<file path="src/rtl/flac_pkg.sv">
// -----------------------------------------------------------------------------
// flac_pkg
// Shared widths and helpers for the FLAC residual path.
//   RICE_K_W : width of the Rice parameter k
//   MSB_W    : width of the Rice quotient from the decoder
//   LSB_W    : width of the Rice remainder from the decoder
//   U_W      : width of the folded unsigned value u
//   zigzag_unfold(u) : maps folded u back to its two's-complement residual
// -----------------------------------------------------------------------------
package flac_pkg;

  localparam int RICE_K_W = 4;
  localparam int MSB_W    = 16;
  localparam int LSB_W    = 16;
  localparam int U_W      = 32;

  // (u >> 1) ^ -(u & 1): the mask is all ones when u is odd, all zeros otherwise.
  function automatic logic [U_W-1:0] zigzag_unfold(input logic [U_W-1:0] u);
    return (u >> 1) ^ {U_W{u[0]}};
  endfunction

endpackage

</file>
<file path="src/rtl/res_fifo.sv">
// -----------------------------------------------------------------------------
// res_fifo
// Generic synchronous FIFO with separate occupancy counter.
//   clk_i        : clock
//   rst_i        : synchronous active-high reset (empties the FIFO)
//   push_i       : write push_data_i (caller must not push when full without pop)
//   push_data_i  : write data
//   pop_i        : remove head (ignored when empty)
//   pop_data_o   : head entry, meaningful only when empty_o = 0
//   full_o       : count == DEPTH
//   empty_o      : count == 0
//   count_o      : current occupancy, 0..DEPTH
// DEPTH must be a power of two so the pointers wrap naturally.
// -----------------------------------------------------------------------------
module res_fifo #(
  parameter int WIDTH = 33,
  parameter int DEPTH = 8
) (
  input  logic                       clk_i,
  input  logic                       rst_i,
  input  logic                       push_i,
  input  logic [WIDTH-1:0]           push_data_i,
  input  logic                       pop_i,
  output logic [WIDTH-1:0]           pop_data_o,
  output logic                       full_o,
  output logic                       empty_o,
  output logic [$clog2(DEPTH+1)-1:0] count_o
);

  localparam int PTR_W = $clog2(DEPTH);
  localparam int CNT_W = $clog2(DEPTH + 1);

  logic [WIDTH-1:0] mem_q [DEPTH];
  logic [PTR_W-1:0] wr_ptr_q, wr_ptr_d;
  logic [PTR_W-1:0] rd_ptr_q, rd_ptr_d;
  logic [CNT_W-1:0] count_q, count_d;
  logic             do_push;
  logic             do_pop;

  assign empty_o    = (count_q == CNT_W'(0));
  assign full_o     = (count_q == CNT_W'(DEPTH));
  assign count_o    = count_q;
  assign pop_data_o = mem_q[rd_ptr_q];

  // Pointer and occupancy next-state.
  always_comb begin
    do_push  = push_i;
    do_pop   = pop_i && !empty_o;
    wr_ptr_d = do_push ? wr_ptr_q + PTR_W'(1) : wr_ptr_q;
    rd_ptr_d = do_pop  ? rd_ptr_q + PTR_W'(1) : rd_ptr_q;
    case ({do_push, do_pop})
      2'b10:   count_d = count_q + CNT_W'(1);
      2'b01:   count_d = count_q - CNT_W'(1);
      default: count_d = count_q;
    endcase
  end

  // Pointer and occupancy registers.
  always_ff @(posedge clk_i) begin
    if (rst_i) begin
      wr_ptr_q <= '0;
      rd_ptr_q <= '0;
      count_q  <= '0;
    end else begin
      wr_ptr_q <= wr_ptr_d;
      rd_ptr_q <= rd_ptr_d;
      count_q  <= count_d;
    end
  end

  // Storage array; contents are don't-care until written, so no reset.
  always_ff @(posedge clk_i) begin
    if (do_push) begin
      mem_q[wr_ptr_q] <= push_data_i;
    end
  end

endmodule

</file>
<file path="src/rtl/residual_assembler.sv">
// -----------------------------------------------------------------------------
// residual_assembler
// Rebuilds u = (MSB << k) | LSB from Rice decoder output, unfolds it to a
// signed residual, tags the last residual of each partition and buffers the
// results for the predictor stage.
//   iClk, iRst     : clock, synchronous active-high reset
//   iPartStart     : strobe, loads iPartSamples / iRiceParam
//   iPartSamples   : residual count of the new partition
//   iRiceParam     : Rice parameter k
//   iValid         : strobe per decoded residual (iMSB / iLSB)
//   oReady         : a residual can be accepted this cycle
//   oValid/iReady  : output handshake, oRes/oLast describe the FIFO head
//   oDropErr       : sticky, set when a residual was discarded
// -----------------------------------------------------------------------------
module residual_assembler
  import flac_pkg::*;
#(
  parameter int RES_W      = 32,
  parameter int FIFO_DEPTH = 8
) (
  input  logic                iClk,
  input  logic                iRst,
  input  logic                iPartStart,
  input  logic [15:0]         iPartSamples,
  input  logic [3:0]          iRiceParam,
  input  logic                iValid,
  input  logic [15:0]         iMSB,
  input  logic [15:0]         iLSB,
  output logic                oReady,
  output logic                oValid,
  input  logic                iReady,
  output logic [RES_W-1:0]    oRes,
  output logic                oLast,
  output logic                oDropErr
);

  localparam int CNT_W = $clog2(FIFO_DEPTH + 1);
  localparam int OCC_W = CNT_W + 1;

  // Partition state: remaining == 0 is IDLE, anything else ACTIVE.
  logic [15:0]         rem_q, rem_d;
  logic [RICE_K_W-1:0] k_q, k_d;
  logic [15:0]         rem_cur;
  logic [RICE_K_W-1:0] k_cur;
  logic                accept;
  logic                drop;
  logic                last_tag;
  logic [U_W-1:0]      u_d;

  logic                s1_valid_q, s1_last_q;
  logic [U_W-1:0]      s1_u_q;
  logic                s2_valid_q, s2_last_q;
  logic [RES_W-1:0]    s2_res_q;
  logic                drop_q;

  logic                fifo_push, fifo_pop, fifo_full, fifo_empty;
  logic [CNT_W-1:0]    fifo_count;
  logic [RES_W:0]      fifo_head;
  logic [OCC_W-1:0]    occupancy;

  // Everything already committed to the FIFO, including in-flight stages, so
  // an accepted residual always has a slot reserved when it reaches E2.
  assign occupancy = OCC_W'(fifo_count) + OCC_W'(s1_valid_q) + OCC_W'(s2_valid_q);
  assign oReady    = (occupancy <= OCC_W'(FIFO_DEPTH - 1));

  // Accept / drop decision; a same-cycle start is applied before accepting.
  always_comb begin
    rem_cur  = iPartStart ? iPartSamples : rem_q;
    k_cur    = iPartStart ? iRiceParam   : k_q;
    accept   = iValid && (rem_cur != 16'd0) && oReady;
    drop     = iValid && !accept;
    last_tag = (rem_cur == 16'd1);
    rem_d    = accept ? rem_cur - 16'd1 : rem_cur;
    k_d      = k_cur;
    u_d      = (U_W'(iMSB) << k_cur) | U_W'(iLSB);
  end

  // Partition counter, two pipeline stages and sticky drop flag.
  always_ff @(posedge iClk) begin
    if (iRst) begin
      rem_q      <= 16'd0;
      k_q        <= '0;
      s1_valid_q <= 1'b0;
      s1_last_q  <= 1'b0;
      s1_u_q     <= '0;
      s2_valid_q <= 1'b0;
      s2_last_q  <= 1'b0;
      s2_res_q   <= '0;
      drop_q     <= 1'b0;
    end else begin
      rem_q      <= rem_d;
      k_q        <= k_d;
      s1_valid_q <= accept;
      s1_last_q  <= accept && last_tag;
      s1_u_q     <= u_d;
      s2_valid_q <= s1_valid_q;
      s2_last_q  <= s1_last_q;
      s2_res_q   <= RES_W'($signed(zigzag_unfold(s1_u_q)));
      drop_q     <= drop_q | drop;
    end
  end

  // Occupancy accounting keeps the FIFO from filling; the full term is a guard.
  assign fifo_pop  = oValid && iReady;
  assign fifo_push = s2_valid_q && (!fifo_full || fifo_pop);

  res_fifo #(
    .WIDTH (RES_W + 1),
    .DEPTH (FIFO_DEPTH)
  ) u_fifo (
    .clk_i       (iClk),
    .rst_i       (iRst),
    .push_i      (fifo_push),
    .push_data_i ({s2_last_q, s2_res_q}),
    .pop_i       (fifo_pop),
    .pop_data_o  (fifo_head),
    .full_o      (fifo_full),
    .empty_o     (fifo_empty),
    .count_o     (fifo_count)
  );

  assign oValid   = !fifo_empty;
  assign oLast    = fifo_head[RES_W];
  assign oRes     = fifo_head[RES_W-1:0];
  assign oDropErr = drop_q;

endmodule

</file>
<file path="config.mk">
export PLATFORM = sky130hd
export DESIGN_NAME = residual_assembler
export DESIGN_NICKNAME = d
export VERILOG_FILES = /design/src/rtl/flac_pkg.sv /design/src/rtl/res_fifo.sv /design/src/rtl/residual_assembler.sv
export SDC_FILE = /design/constraint.sdc
export NUM_CORES = 1
export LEC_CHECK = 0
export BUFFER_PORTS_ARGS = -buffer_cell sky130_fd_sc_hd__buf_2
export CORE_MARGIN = 1.5
export CORE_UTILIZATION = 45
export CTS_CLUSTER_SIZE = 12
export DETAILED_ROUTE_END_ITERATION = 16
export PLACE_DENSITY = 0.73
export REMOVE_ABC_BUFFERS = 1
export SLEW_MARGIN = 20
export SYNTH_ARGS = -nofsm -noshare
export SYNTH_HDL_FRONTEND = slang
export SYNTH_SLANG_ARGS = --single-unit
</file>
<file path="constraint.sdc">
create_clock -name iClk -period 4 [get_ports iClk]
set_input_delay 0.2 -clock iClk [delete_from_list [all_inputs] [get_ports iClk]]
set_output_delay 0.2 -clock iClk [all_outputs]
set_load 0.1 [all_outputs]
</file>
Word-level counts from Yosys, hierarchy flattened --
Memory sizes are Yosys's and may differ from the RTL's. A register that Yosys moved wholly into a read port is not among the register bits. Index checks and enable logic that the tools add are counted.
Cells by class: shift operators 1, multiply operators 0, reductions and logical operators 14, divide/modulo/power cells 0, $add $sub $neg 7, equal/unequal tests 4, bitwise gates (word level) 3, $lt $le $gt $ge 1, mux-type cells 8
Operator list (number):
- 2-to-1 mux 16 bit | 2
- OR 32 x 16 -> 32 bit | 1
- << shifter 16 x 4 -> 32 bit | 1
- XOR 31 x 32 -> 32 bit | 1
- equality test 16 x 1 -> 1 bit, second input constant | 1
- nonzero test 16 bit | 1
- subtractor 16 x 1 -> 16 bit, second input constant | 1
- case mux 4 bit (2 select lines) | 1
- logical AND 1 bit | 7
- adder 3 x 1 -> 3 bit, second input constant | 2
- 2-to-1 mux 3 bit | 2
- adder 4 x 1 -> 5 bit | 1
- adder 5 x 1 -> 5 bit | 1
- less-or-equal comparator 5 x 3 -> 1 bit, second input constant | 1
- adder 4 x 1 -> 4 bit, second input constant | 1
- equality test 4 bit, second input constant | 1
- logical NOT 4 bit | 1
- 2-to-1 mux 4 bit | 1
- subtractor 4 x 1 -> 4 bit, second input constant | 1
- logical NOT 1 bit | 3
- equality test 2 x 1 -> 1 bit, second input constant | 1
- equality test 2 bit, second input constant | 1
- 2-to-1 mux 1 bit | 2
- nonzero test 2 bit | 1
- other kinds (2) | 2
Word-level totals: memories 1, memory bits (writable) 264, bits in read-only memories 0, flip-flop bits (word level) 99, logic and storage cells 51, bits of input ports 57, bits in latches 0
Memory list:
- u_fifo.mem_q | words 8, bits a word 33, read ports 1, clocked after memory_dff 1, write ports 1, line res_fifo.sv:33 | logic [WIDTH-1:0] mem_q [DEPTH];

Logic depth before layout (Yosys ltp) --
Gate-level depths: netlist of run 1.
depth after elaboration 7, gate-level depth with buffers 12

Modules after synthesis --
From an unflattened synthesis of run 1, not the netlist that was laid out.
Second synthesis, totals: cell total of the unflattened synthesis 902, area, all modules 14813.0 µm²
Modules (own cells, without submodules):
- res_fifo | area each 10571.4 µm², cells each 455, sequential area each 8187.9 µm², instances 1
- residual_assembler | area each 4241.6 µm², cells each 447, sequential area each 1741.7 µm², instances 1

Worst setup path before layout of run 1 --
OpenSTA, ideal clock, no wires.
kind reg2reg, start point register u_fifo.count_q[1] (netlist: u_fifo.count_o[1]), end point memory u_fifo.mem_q[0][0] (enable), arrival 3.032 ns, cell stages (with the launch flop) 5, clock period less this slack 3.493 ns, path buffers 0, setup slack 0.507 ns, path through dfxtp_1 -> or3_1 -> o21a_1 -> nand2b_1 -> nor3_1
On the way: longest elaborated chain between the ends 7, elaborated cells on any way between the ends 9, classes of those cells 1 x eq/ne; 2 x mux; 6 x reduce/logical
RTL lines:
- start, declared | line res_fifo.sv:36 | logic [CNT_W-1:0] count_q, count_d;
- start signal, assigned | line res_fifo.sv:67 | count_q <= count_d;
- logical NOT 4 bit | line res_fifo.sv:40 | assign empty_o = (count_q == CNT_W'(0));
- logical NOT 1 bit | line residual_assembler.sv:122 | assign oValid = !fifo_empty;
- logical AND 1 bit | line residual_assembler.sv:104 | assign fifo_pop = oValid && iReady;
- logical OR 1 bit (*) | line residual_assembler.sv:105 | assign fifo_push = s2_valid_q && (!fifo_full || fifo_pop);
- logical AND 1 bit (*) | line residual_assembler.sv:105
- 2-to-1 mux 1 bit (*) | line res_fifo.sv:73 | if (do_push) begin
- 2-to-1 mux 1 bit (implied by the code) (*) | line res_fifo.sv:74 | mem_q[wr_ptr_q] <= push_data_i;
- end, declared | line res_fifo.sv:33
Every way passes the cells marked *; elsewhere a longest branch is shown, timed or not.

==> flow_metrics.env, run 1 <==
export IMPL_clk_latency_ns=0.52
export IMPL_ys_ff_latch=356
export IMPL_portBuffers=92
export IMPL_leakage_nw=5.74
export IMPL_tightest_slew_ns=1.08
export IMPL_place_congestion=0.825
export IMPL_routedWlPerCell_um=21.0
export IMPL_synthMostInstantiatedCell="edfxtp_1"
export IMPL_cts_tree="built"
export IMPL_rows=65
export IMPL_postRouteAntennaNets=0
export IMPL_swShare=0.302
export IMPL_coreArea_mm2=0.0316
export IMPL_grt_pass1_wl_um=46100
export IMPL_dieArea_mm2=0.0331
export IMPL_grt_pass1_vias=7998
export IMPL_grt_max_degree=65
export IMPL_async_flop_share=0
export IMPL_drive_above_1_share=0.297
export IMPL_start_util=0.457
export IMPL_cts_sinks=356
export IMPL_setup_worst_path_start_class="register"
export IMPL_grt_use_total=0.183
export IMPL_syn_area_per_cell_um2=16.4
export IMPL_p_per_area_mw_per_mm2=587
export IMPL_drt_pass1_iter_count=5
export IMPL_cts_path_max_buffers=3
export IMPL_antenna_found_initial=0
export IMPL_hpwl_um=18200
export IMPL_post_cts_resized=0
export IMPL_crit_path_max_fanout=28
export IMPL_netlist_top_cells_count="256 x edfxtp_1, 100 x dfxtp_1, 89 x nor2_1, 74 x mux4_2, 44 x mux2_2"
export IMPL_worstSetupEndpointType="primary output"
export IMPL_cts_buffers=38
export IMPL_slew_viol_final=0
export IMPL_syn_area_mm2=0.0144
export IMPL_via_count=7850
export IMPL_max_cap_viol_count=0
export IMPL_p_switching_mw=2.96
export IMPL_power_internal_mw=6.85
export IMPL_synth_enable_flop_cells=256
export IMPL_clk_pin_slew_ns=0.06
export IMPL_synth_top_area_frac=0.533
export IMPL_worst_setup_path_type="reg2out"
export IMPL_drcViolationCount=0
export IMPL_cts_root_buf="clkbuf_16"
export IMPL_synth_main_ff_cell="edfxtp_1"
export IMPL_comb_power_share=0.221
export IMPL_period_share=0.772
export IMPL_synth_top_area_cell="edfxtp_1"
export IMPL_overflow=0
export IMPL_hold_violations=0
export IMPL_hold_class="in2reg"
export IMPL_seq_area_frac_synth=0.672
export IMPL_min_period_ns=3.09
export IMPL_rsz0062_at_grt="no"
export IMPL_final_nets=1061
export IMPL_pwr_share_clk=0.342
export IMPL_fmax_mhz=324
export IMPL_seq_power_share=0.437
export IMPL_crit_arrival_ns=2.89
export IMPL_die_x_um=182
export IMPL_slew_headroom=0.282
export IMPL_ioPinCount=93
export IMPL_fin_skew_ns=0.0161
export IMPL_yosysWarnings=0
export IMPL_htreeDepth=2
export IMPL_fillers=2511
export IMPL_synth_area_leaders="edfxtp_1 53%, dfxtp_1 14%, mux4_2 12%"
export IMPL_syn_inst=882
export IMPL_vdd_drop_max_mv=0.349
export IMPL_drtIter0Drc=620
export IMPL_viasPerCell=5.51
export IMPL_post_route_util=0.529
export IMPL_setup_tns_ns=0
export IMPL_drt_total_wl_um=29900
export IMPL_finalSetupViolations=0
export IMPL_status="completed"
export IMPL_synth_cell_type_count=60
export IMPL_worstPathRequired_ns=3.80
export IMPL_die_y_um=182
export IMPL_area_growth_pct=15.8
[logic make-up (layout without fill, tap and decap cells)]
logic type                 after synthesis  count (layout)  share of synthesized area
buffers and inverters                   64             204                     0.0193
muxes                                  158             158                      0.179
AOI/OAI and AO/OA                       75              75                     0.0355
other                                    0               1                          0
xor gates and xnor gates                36              36                     0.0219
adders and majority gates               11              11                     0.0106
DFF                                    356             356                      0.672
and+or+nand+nor                        182             182                     0.0625
[flip-flops by register name, indices dropped and copies added, names as in the netlist, 3 cells and up, named ones only]
signal           flops
u_fifo.rd_ptr_q      3
s1_u_q              31
k_q                  4
rem_q               16
u_fifo.count_o       4
u_fifo.wr_ptr_q      3
s2_res_q            31
u_fifo.mem_q       256
[routing by layer]
layer,vias up,global-route usage,part of all wire
met2,218,0.311,0.49
li1,3616,-,-
met3,51,0.0349,0.055
met4,0,0.0565,0.025
met1,3965,0.240,0.43
met5,-,0,0
[power by group through the flow]
stage          combinational (mW)  sequential [mW]  clock [mW]
6_report                     2.17             4.29        3.36
5_1_grt                      2.30             4.32        3.56
4_1_cts                      2.19             4.29        3.41
3_5_place_dp                 2.17             4.37           0
3_3_place_gp                 2.16             4.36           0
2_1_floorplan                1.75             4.39           0
[cell type report]
cell class	count	area (µm²)	share of cell area
tap	402	503	0.0301
clock inverter	10	121	0.00727
sequential	356	9700	0.581
antenna	1	2.50	0.000150
multi-input combinational	462	4520	0.271
inverter	14	52.6	0.00315
timing repair buffer	121	726	0.0434
clock buffer	59	1080	0.0647
[through the flow]
step / setup WS (ns) / hold slack [ns] / cell area [µm²] / total power [mW] / cells
2_1_floorplan: -0.260 / 0.267 / 14200 / 6.14 / 832
3_3_place_gp: 1.26 / 0.432 / 15400 / 6.52 / 1342
3_5_place_dp: 1.15 / 0.447 / 15400 / 6.54 / 1342
4_1_cts: 0.841 / 0.00543 / 16700 / 9.90 / 1424
5_1_grt: 0.760 / 0.00219 / 16700 / 10.2 / 1424
6_report: 0.913 / 0.0129 / 16700 / 9.81 / 1425
[what timing repair did]
action | in CTS | in global routing
endpoints found under the hold margin | 13 | 0
buffers inserted | 0 | 0
hold buffers | 13 | 0
[path summary, 6_finish.rpt]
check	start	end	slack, ns	depth (start not counted)
worst max register to register	u_fifo.count_o[1]	u_fifo.count_o[3]	1.32	11
worst max-delay path	register	oRes[19]	0.91	4
worst min-delay path	iLSB[8]	s1_u_q[8]	0.01	3
worst min register to register	s1_last_q	s2_last_q	0.46	1
[critical path, stage by stage (launching register included)]
cell     delay (ns)
dfxtp_4        0.76
buf_4          0.42
mux4_2         0.56
mux2_2         0.30
buf_2          0.30
[cells in the final DEF (no fill, tap or decap), types with 5 or more instances in the layout]
master,synthesis,layout
nor3_1,11,9
nor2_4,0,6
inv_1,14,14
buf_4,2,16
o22ai_1,5,5
nor4_1,5,5
nand2_1,20,20
nor3b_1,5,5
edfxtp_1,256,256
nand2b_1,12,12
o31ai_1,6,6
nor2_1,89,83
xor2_1,5,5
xnor2_1,31,31
dfxtp_1,100,96
mux4_2,74,74
clkbuf_16,0,39
buf_2,13,91
ha_1,9,9
o21ai_0,8,8
a211oi_1,6,6
a21oi_1,25,25
nor2b_1,8,8
dlygate4sd3_1,0,13
mux2i_1,38,36
mux2_2,44,44
nand3_1,5,5
clkbuf_1,28,17
Note: power is estimated with default switching activity, not from simulation.
==> run 2: changes to the inputs <==
--- a/config.mk
+++ b/config.mk
@@ -10,7 +10,7 @@
 export CORE_UTILIZATION = 45
 export CTS_CLUSTER_SIZE = 12
 export DETAILED_ROUTE_END_ITERATION = 16
-export PLACE_DENSITY = 0.73
+export PLACE_DENSITY = 0.75
 export REMOVE_ABC_BUFFERS = 1
 export SLEW_MARGIN = 20
 export SYNTH_ARGS = -nofsm -noshare
==> constraint.sdc (replaced) <==
create_clock -name iClk -period 2.7 [get_ports iClk]
set_input_delay 0.135 -clock iClk [delete_from_list [all_inputs] [get_ports iClk]]
set_output_delay 0.135 -clock iClk [all_outputs]
set_load 0.1 [all_outputs]
==> flow_metrics.env, run 2 (synthesized netlist as in run 1, its figures left out) <==
export IMPL_final_common_cell="edfxtp_1"
export IMPL_place_inst=1366
export IMPL_slew_headroom=0.604
export IMPL_cts_root_buf="clkbuf_16"
export IMPL_cts_tree="built"
export IMPL_worst_setup_path_type="reg2reg"
export IMPL_worst_r2r_path_depth=11
export IMPL_viasPerCell=5.54
export IMPL_grt_use_total=0.188
export IMPL_final_nets=1092
export IMPL_worstPathRequired_ns=3.14
export IMPL_finalNonFillerCells=1454
export IMPL_cts_sinks=356
export IMPL_rows=65
export IMPL_clk_latency_ns=0.52
export IMPL_overflow=0
export IMPL_crit_path_max_fanout=4
export IMPL_die_y_um=182
export IMPL_drtIter0Drc=638
export IMPL_grt_pass1_wl_um=47400
export IMPL_vdd_drop_max_mv=0.497
export IMPL_finalSetupViolations=0
export IMPL_hold_class="in2reg"
export IMPL_fin_skew_ns=0.0225
export IMPL_status="completed"
export IMPL_worst_slack_ns=0.146
export IMPL_clk_pin_slew_ns=0.06
export IMPL_period_share=0.946
export IMPL_hpwl_um=19700
export IMPL_fillers=2485
export IMPL_place_congestion=0.864
export IMPL_regMostFlops="u_fifo.mem_q"
export IMPL_dieArea_mm2=0.0331
export IMPL_min_period_ns=2.55
export IMPL_max_cap_viol_count=0
export IMPL_routedWlPerCell_um=21.3
export IMPL_drt_total_wl_um=30900
export IMPL_largest_register_ffs=256
export IMPL_p_per_area_mw_per_mm2=854
export IMPL_start_util=0.457
export IMPL_final_cell_mix="256 x edfxtp_1, 97 x dfxtp_1, 90 x buf_2"
export IMPL_slew_viol_final=0
export IMPL_dp_slack_ns=0.155
export IMPL_fmax_mhz=392
export IMPL_leakage_nw=5.88
export IMPL_reg_top3="u_fifo.mem_q: 256 flops, s1_u_q: 31 flops, s2_res_q: 31 flops"
export IMPL_drive_above_1_share=0.305
export IMPL_antenna_found_initial=2
export IMPL_min_path_cells=3
export IMPL_grt_pass1_vias=8162
export IMPL_worstSetupEndpointType="register"
export IMPL_setup_worst_path_start_class="register"
export IMPL_postRouteAntennaNets=0
export IMPL_timing_hold_ws_ns=0.0135
export IMPL_coreArea_mm2=0.0316
export IMPL_cts_path_max_buffers=3
export IMPL_hold_violations=0
export IMPL_cts_buffers=37
export IMPL_via_count=8062
export IMPL_htreeDepth=2
export IMPL_portBuffers=92
export IMPL_die_x_um=182
export IMPL_tightest_slew_ns=0.594
export IMPL_area_growth_pct=17.8
export IMPL_ioPinCount=93
export IMPL_drt_pass1_iter_count=5
export IMPL_rsz0062_at_grt="no"
export IMPL_grt_max_degree=45
export IMPL_post_cts_setup_buffers=0
export IMPL_drcViolationCount=0
export IMPL_crit_arrival_ns=3.00
==> run 2: cell types whose count changed in the layout (fill, tap and decap cells not counted), sizes merged <==
cell / before / now
buf: 108 / 132
inv: 17 / 16
clkbuf: 59 / 60
dlygate4sd3: 13 / 21
clkinv: 4 / 1
==> run 2: worst paths after layout <==
check	from	end	slack, ns
max	u_fifo.count_o[0]	u_fifo.count_o[3]	0.15
max reg2reg	u_fifo.count_o[0]	u_fifo.count_o[3]	0.15
min reg2reg	s1_last_q	s2_last_q	0.47
min	iLSB[12]	s1_u_q[12]	0.01
==> run 2: per-stage QoR <==
stage | area (µm²) | utilization | setup TNS [ns] | power [mW]
5_1_grt | 17000 | 0.538 | 0 | 15.0
3_5_place_dp | 15600 | 0.496 | 0 | 9.82
3_3_place_gp | 15600 | 0.496 | 0 | 9.78
6_report | 17000 | 0.538 | 0 | 14.5
2_1_floorplan | 14200 | - | -93.82 | 9.09
4_1_cts | 17000 | 0.538 | 0 | 14.6
==> run 2: layout make-up <==
type                    instances  area (µm²)  share of cell area
repair buffers                153        1090              0.0641
inverters                      14        52.6             0.00309
well taps                     402         503              0.0296
diodes                          1        2.50            0.000147
clock inverters                 6        90.1             0.00530
clock buffers                  60        1040              0.0613
multi-input cells             462        4520               0.266
flip-flops and latches        356        9700               0.571
==> run 2: worst max-delay path: stages (launching register included) <==
cell and delay [ns]:
dfxtp_1 0.31, or3_1 0.37, or2_2 0.31, nand2_1 0.10, inv_1 0.05, ha_1 0.21
ha_1 0.28, a21o_1 0.17, a21oi_1 0.17, xnor2_1 0.09, or3_1 0.30, a21oi_1 0.13
==> run 2: per-layer routing <==
layer  vias up  wire length, µm  track usage
met2       313            15200        0.311
li1       3668                -            -
met5         -                0            0
met1      4041            13400        0.261
met4         0              527       0.0499
met3        40             1870       0.0295
==> run 2: repair_timing <==
item                                    4_1_cts  5_1_grt
resized for setup                             0        2
endpoints found under the setup margin        0        1
hold buffers                                 21        0
hold endpoints to repair                     22        0
==> run 2: power by group <==
| part | internal [mW] | switching [mW] |
|---|---|---|
| Combinational | 1.20 | 2.24 |
| Clock | 2.83 | 1.97 |
| Sequential | 6.07 | 0.184 |
| Total | 10.1 | 4.40 |
==> run 3: changes to the inputs <==
--- a/config.mk
+++ b/config.mk
@@ -5,8 +5,8 @@
 export SDC_FILE = /design/constraint.sdc
 export NUM_CORES = 1
 export LEC_CHECK = 0
+export ABC_AREA = 1
 export BUFFER_PORTS_ARGS = -buffer_cell sky130_fd_sc_hd__buf_2
-export CORE_MARGIN = 1.5
 export CORE_UTILIZATION = 45
 export CTS_CLUSTER_SIZE = 12
 export DETAILED_ROUTE_END_ITERATION = 16
==> flow_metrics.env, run 3 <==
export IMPL_status="completed"
export IMPL_clk_pin_slew_ns=0.06
export IMPL_rows=66
export IMPL_p_total_mw=18.5
export IMPL_seq_area_frac_synth=0.645
export IMPL_final_cell_mix="310 x nor2_1, 256 x edfxtp_1, 206 x nand2_1"
export IMPL_syn_inst=1477
export IMPL_drt_total_wl_um=35300
export IMPL_crit_path_max_fanout=64
export IMPL_routedWlPerCell_um=17.3
export IMPL_start_util=0.459
export IMPL_max_cap_viol_count=0
export IMPL_synth_area_leaders="edfxtp_1 51%, dfxtp_1 13%, nor2_1 7.9%"
export IMPL_coreArea_mm2=0.0327
export IMPL_rsz0062_at_grt="no"
export IMPL_cts_sinks=356
export IMPL_worst_slack_ns=0.143
export IMPL_seq_area_mm2=0.00970
export IMPL_cts_path_max_buffers=3
export IMPL_synth_main_ff_cell="edfxtp_1"
export IMPL_finalSetupViolations=0
export IMPL_worstPathRequired_ns=2.57
export IMPL_die_y_um=185
export IMPL_ioPinCount=93
export IMPL_worstSetupEndpointType="primary output"
export IMPL_cts_tree="built"
export IMPL_final_common_cell="nor2_1"
export IMPL_synth_enable_flop_cells=256
export IMPL_synth_top_area_frac=0.512
export IMPL_drcViolationCount=0
export IMPL_yosysWarnings=0
export IMPL_hold_class="in2reg"
export IMPL_multiInputGateArea_mm2=0.00466
export IMPL_drt_pass1_iter_count=5
export IMPL_clk_latency_ns=0.53
export IMPL_tightest_slew_ns=0.935
export IMPL_post_route_util=0.546
export IMPL_reg_top3="u_fifo.mem_q: 256 flops, s1_u_q: 31 flops, s2_res_q: 31 flops"
export IMPL_synth_top_area_cell="edfxtp_1"
export IMPL_die_x_um=185
export IMPL_fin_area_mm2=0.0179
export IMPL_leakage_nw=6.77
export IMPL_overflow=0
export IMPL_setup_worst_path_start_class="register"
export IMPL_synthMostInstantiatedCell="nor2_1"
export IMPL_crit_arrival_ns=2.42
export IMPL_dp_slack_ns=0.471
export IMPL_grt_pass1_vias=10419
export IMPL_antenna_cells=0
export IMPL_largest_register_ffs=256
export IMPL_slew_viol_final=0
export IMPL_grt_max_degree=65
export IMPL_period_share=0.947
export IMPL_placed_area_mm2=0.0165
export IMPL_fillers=2762
export IMPL_via_count=10912
export IMPL_slew_headroom=0.376
export IMPL_vdd_drop_max_mv=0.722
export IMPL_fmax_mhz=391
export IMPL_min_period_ns=2.56
export IMPL_area_growth_pct=18.9
export IMPL_async_flop_share=0
export IMPL_setup_tns_ns=0
export IMPL_grt_pass1_wl_um=55100
export IMPL_syn_area_per_cell_um2=10.2
export IMPL_dieArea_mm2=0.0341
export IMPL_antenna_found_initial=0
export IMPL_synth_cell_type_count=42
export IMPL_r2r_slack_ns=0.43
export IMPL_hold_violations=0
export IMPL_regMostFlops="u_fifo.mem_q"
export IMPL_ys_ff_latch=356
export IMPL_cts_root_buf="clkbuf_16"
export IMPL_drtIter0Drc=1117
export IMPL_netlist_top_cells_count="318 x nor2_1, 256 x edfxtp_1, 206 x nand2_1, 143 x o21ai_0, 100 x dfxtp_1"
export IMPL_fin_skew_ns=0.0164
export IMPL_drive_above_1_share=0.140
export IMPL_final_nets=1645
export IMPL_postRouteAntennaNets=0
export IMPL_syn_area_mm2=0.0150
export IMPL_htreeDepth=2
export IMPL_hpwl_um=20800
export IMPL_p_per_area_mw_per_mm2=1040
export IMPL_worst_setup_path_type="reg2out"
export IMPL_portBuffers=92
export IMPL_place_congestion=0.896
export IMPL_cts_buffers=38
export IMPL_viasPerCell=5.33
export IMPL_grt_use_total=0.210
-- run 3: critical path, stage by stage (launching register included) --
cell and delay, ns:
dfxtp_4 0.45, inv_2 0.14, buf_12 0.26, o21ai_0 0.12
o22ai_1 0.15, nor2_1 0.06, a31oi_1 0.42, buf_12 0.24
-- run 3: path summary, 6_finish.rpt --
check / to / from / cells after the start
max: oRes[29] / register / 7
min: rem_q[4] / iPartSamples[4] / 5
max reg2reg: u_fifo.count_o[3] / u_fifo.count_o[1] / 15
min reg2reg: s2_last_q / s1_last_q / 2
-- run 3: final cells by class --
class	count	area share
sequential	356	0.543
multi-input combinational	955	0.261
timing repair buffer	137	0.0818
clock buffer	60	0.0590
tap	442	0.0310
inverter	89	0.0190
clock inverter	10	0.00567
-- run 3: cells by family (layout without fill, tap and decap cells) --
kind of cell,after synthesis,count (layout),synth area share
flops,356,356,0.645
buf+inv,166,296,0.0480
fa+ha+maj,11,11,0.0102
xor+xnor,37,37,0.0216
simple gates,658,658,0.181
compound gates,249,249,0.0943
-- run 3: repair_timing --
item	4_1_cts	5_1_grt
hold endpoints to repair	19	0
resized for setup	0	4
hold buffers	19	0
buffers inserted	0	0
endpoints found under the setup margin	0	8
-- run 3: power breakdown --
part / internal, mW / total, mW / switching [mW]
Sequential: 6.15 / 6.41 / 0.258
Clock: 2.80 / 4.82 / 2.02
Combinational: 2.30 / 7.30 / 5.00
-- run 3: metrics by stage --
| step | hold WS [ns] | instances |
|---|---|---|
| 4_1_cts | 0.00116 | 2049 |
| 3_3_place_gp | 0.369 | 1960 |
| 5_1_grt | 0.0206 | 2049 |
| 2_1_floorplan | 0.197 | 1400 |
| 3_5_place_dp | 0.371 | 1960 |
| 6_report | 0.0227 | 2049 |
-- run 3: layer usage --
| metal | vias up | GRT usage | share of wire |
|---|---|---|---|
| met2 | 422 | 0.350 | 0.48 |
| met4 | 0 | 0.0737 | 0.025 |
| met3 | 61 | 0.0330 | 0.063 |
| met1 | 5206 | 0.277 | 0.43 |
| li1 | 5223 | - | - |
| met5 | - | 0 | 0 |
